[src/rtl/ifetch_pkg.sv]
// Shared types for the instruction fetch stage.
// IFETCH_DELAY_SLOT_EN adds the delay-slot state to the FSM enum.
package ifetch_pkg;

    typedef logic [29:0] addr_t;

    localparam logic [31:0] NOP_INST = 32'h00000000;

`ifdef IFETCH_DELAY_SLOT_EN
    typedef enum logic [1:0] {
        S_BOOT,
        S_RUN,
        S_SLOT
    } state_e;
`else
    typedef enum logic {
        S_BOOT,
        S_RUN
    } state_e;
`endif

endpackage

[src/rtl/inst_fetch.sv]
// Instruction fetch: drives a one-cycle-latency instruction memory.
// Define IFETCH_DELAY_SLOT_EN for a one-instruction branch delay slot.
module inst_fetch
    import ifetch_pkg::*;
#(
    parameter addr_t RESET_PC = 30'h00000000
) (
    input  logic        clk,
    input  logic        rst,
    input  logic        stall,
    input  logic        redirect_valid,
    input  logic [29:0] redirect_addr,
    output logic [29:0] imem_addr,
    input  logic [31:0] imem_inst,
    output logic [31:0] inst,
    output logic [29:0] inst_pc,
    output logic        inst_valid
);

    state_e state_q, state_d;
    addr_t  pc_q, pc_d;
    addr_t  pc_inc;

`ifdef IFETCH_DELAY_SLOT_EN
    addr_t  tgt_q, tgt_d;
`endif

    assign pc_inc  = pc_q + 30'd1;
    assign inst    = imem_inst;
    assign inst_pc = pc_q;

    // State, pc and pending-target registers with synchronous reset
    always_ff @(posedge clk) begin
        if (rst) begin
            state_q <= S_BOOT;
            pc_q    <= RESET_PC;
`ifdef IFETCH_DELAY_SLOT_EN
            tgt_q   <= '0;
`endif
        end else begin
            state_q <= state_d;
            pc_q    <= pc_d;
`ifdef IFETCH_DELAY_SLOT_EN
            tgt_q   <= tgt_d;
`endif
        end
    end

    // Next-state, next-address mux and valid generation
    always_comb begin
        state_d    = state_q;
        pc_d       = pc_q;
        imem_addr  = pc_q;
        inst_valid = 1'b0;
`ifdef IFETCH_DELAY_SLOT_EN
        tgt_d      = tgt_q;
`endif
        case (state_q)
            S_BOOT: begin
                imem_addr = RESET_PC;
                pc_d      = RESET_PC;
                state_d   = S_RUN;
            end
            S_RUN: begin
                inst_valid = 1'b1;
                if (redirect_valid) begin
`ifdef IFETCH_DELAY_SLOT_EN
                    imem_addr = pc_inc;
                    pc_d      = pc_inc;
                    tgt_d     = redirect_addr;
                    state_d   = S_SLOT;
`else
                    imem_addr = redirect_addr;
                    pc_d      = redirect_addr;
`endif
                end else if (stall) begin
                    imem_addr = pc_q;
                end else begin
                    imem_addr = pc_inc;
                    pc_d      = pc_inc;
                end
            end
`ifdef IFETCH_DELAY_SLOT_EN
            S_SLOT: begin
                inst_valid = 1'b1;
                if (!stall) begin
                    imem_addr = tgt_q;
                    pc_d      = tgt_q;
                    state_d   = S_RUN;
                end
            end
`endif
            default: begin
                state_d = S_BOOT;
            end
        endcase
        // Reset overrides the outputs in the same cycle
        if (rst) begin
            imem_addr  = RESET_PC;
            inst_valid = 1'b0;
        end
    end

endmodule

[config.mk]
export PLATFORM = sky130hd
export DESIGN_NAME = inst_fetch
export DESIGN_NICKNAME = d
export VERILOG_FILES = /design/src/rtl/ifetch_pkg.sv /design/src/rtl/inst_fetch.sv
export SDC_FILE = /design/constraint.sdc
export NUM_CORES = 1
export LEC_CHECK = 0
export BUFFER_PORTS_ARGS = -buffer_cell sky130_fd_sc_hd__buf_2
export CORE_MARGIN = 2
export CORE_UTILIZATION = 39
export CTS_CLUSTER_SIZE = 40
export DETAILED_ROUTE_END_ITERATION = 16
export PLACE_DENSITY = 0.82
export SLEW_MARGIN = 5
export SYNTH_ARGS = -nofsm -noshare
export SYNTH_HDL_FRONTEND = slang
export SYNTH_SLANG_ARGS = --single-unit
[constraint.sdc]
create_clock -name clk -period 2.4 [get_ports clk]
set_input_delay 0.12 -clock clk [delete_from_list [all_inputs] [get_ports clk]]
set_output_delay 0.12 -clock clk [all_outputs]
set_load 0.1 [all_outputs]
==> reports/metrics.yaml <==
status: "finished clean"
finalCritPeriodShare: 0.9990
fmax_mhz: 417.1
synth_top_cell_area_share: 0.3151
grt.overflow.total: 0
grt_max_degree: 25
wl_microns: 5177
fin_ws_ps: 2.463
utilization: 0.6481
fillCellCount: 393
power_frac_comb: 0.365
die_w_microns: 75.06
wl_per_cell_microns: 13.99
clkTransAtPathRegs_ps: 70
initial_core_util: 0.4115
portBuffers: 94
antenna_found_initial: 0
rows: 25
synth-main-ff-cell: "dfxtp_1"
p_int_uw: 870.1
area_growth_pct: 57.50
criticalPathCategory: "reg -> out"
path_delay_family: "simple AND/OR/NAND/NOR gates"
power_uw: 1496
num_vias: 1814
final_hold_viol_count: 0
hpwl_microns: 4062
yosys.area.top_type: "dfxtp_1"
setup_viol: 0
ioPinCount: 159
yosysUniqueCellTypes: 33
power_frac_seq: 0.372
max_slew_margin: 0.5873
grt_setup_unrepaired: "yes"
synth_edf_count: 0
ant_nets: 0
power_leakage_uw: 0.001290
htree_num_levels: 2
fin_skew_ps: 10.55
final_common_cell: "buf_2"
insertion_delay_ps: 280
cap_viol_max_count: 0
multi_input_area_sq_um: 1339
yosysSeqAreaShare: 0.3151
gp_congestion: 0.8058
worstSetupEndpointType: "output pin"
slew_viol_final: 0
switching_share: 0.4185
core_sq_um: 4786
hold_class: "in -> reg"
ys_seq_elements: 31
drive_gt1_frac: 0.6205
fp.dieH_microns: 75.06
crit_path_start_kind: "flip-flop"
syn-cell-area_sq_um: 1969
num_antenna_cells: 0
synth_top_cells_by_area: "dfxtp_1, buf_4, xnor2_1"
cts_tree: "yes"
detail_route.drc_violations: 0
p_switching_uw: 626.1
cts.path.max_buffers: 2
dp_slack_ps: 203.5
vias_per_cell: 4.903
cp_data_required_time_ps: 2280
slowest_delay_ps: 530
final_cell_mix: "buf_2, o21ai_0, xnor2_1, buf_12"
place_area_sq_um: 2919
syn_avg_cell_area_sq_um: 8.489
synth-async-reset-ratio: 0
seq_area_sq_um: 701.9
grt_pass1_wl_microns: 8190
power_density_nw_per_um2: 482.4
drtIter0Drc: 60
numCtsBuffers: 5
clock-sinks: 31
netlist_instances: 232
grtUsageTotal: 0.1899
drt-pass1-iter-count: 4
path_buf_inv: 2
crit_slowest_cell: "or4_4"
ir_drop_v: 0.0003911
power_frac_clock: 0.263
final_area_sq_um: 3102
finalWorstPathRequiredPeriod_ps: 2398
nNetsFinal: 369
worst_pin_slew_ps: 618.2
grt_pass1_vias: 1784
dieArea_sq_um: 5634
cp.arrival_ps: 2280
crit_chain: "ha_4, nand3b_4, or4_4, buf_8, nor4_4, xnor2_2, a21oi_4, buf_12"
yosys_warnings: 0
cp_max_fo: 5
syn-num-nets: 299
cts_root_buf: "clkbuf_8"
[final timing paths]
kind / start / end / slack, ps / depth (start not counted)
min reg2reg: inst_pc[9] / inst_pc[9] / 600 / 2
min: redirect_addr[8] / inst_pc[8] / 90 / 2
max: inst_pc[0] / imem_addr[26] / 2 / 8
max reg2reg: inst_pc[0] / inst_pc[24] / 490 / 7
[Yosys cell counts, drive strengths merged, types with 2 or more instances]
library cell,count
o21ai,22
dfxtp,31
and3,2
and4,2
nor4,8
clkbuf,9
or4,2
nand2,10
buf,34
a21oi,26
xnor2,25
inv,7
nor2,18
mux2i,3
nand3,11
nand4,2
xor2,3
nor3,9
[layer usage]
layer,global-route usage,wire (microns)
met1,0.2282,2066
met2,0.3216,2628
met3,0.05622,417
met4,0.06746,64
met5,0,0
[through the flow]
stage	std cells	hold WS, ps	TNS (ps)
floorplan	232	195.0	-2802
global placement	356	240.7	0
detailed placement	356	240.7	0
CTS	367	81.44	-67.40
global route	370	98.44	-437.3
finish	370	90.82	0
[logic make-up (layout without fill, tap and decap cells)]
| logic type | count (synthesis) | after routing | synth area share |
|---|---|---|---|
| AOI/OAI and AO/OA | 51 | 51 | 0.1385 |
| adders and majority gates | 1 | 1 | 0.006352 |
| xor gates and xnor gates | 28 | 28 | 0.1245 |
| and+or+nand+nor | 68 | 68 | 0.2363 |
| buffers and inverters | 50 | 121 | 0.1639 |
| muxes | 3 | 3 | 0.01525 |
| DFF | 31 | 31 | 0.3151 |
[registers in the layout, indices dropped and copies added, names as in the netlist]
signal,cells
state_q,1
inst_pc,30
[layout make-up]
| class | instances | area share |
|---|---|---|
| multi-input combinational | 151 | 0.4316 |
| timing repair buffer | 106 | 0.2808 |
| sequential | 31 | 0.2263 |
| tap | 67 | 0.02703 |
| clock buffer | 8 | 0.02582 |
| inverter | 7 | 0.008471 |
[timing repair]
item                       CTS  global route
buffers inserted             2             3
setup endpoints to repair    5             9
hold endpoints to repair     1             0
resized for setup            1             9
pin swaps                    2             6
hold buffers                 1             0
[power by group through the flow]
stage / Clock (uW) / Combinational [uW] / Sequential, uW
floorplan: 0 / 512 / 712
global placement: 0 / 542 / 566
detailed placement: 0 / 544 / 568
CTS: 406 / 547 / 556
global route: 433 / 568 / 560
finish: 394 / 546 / 556
(Power assumes the default switching activity.)
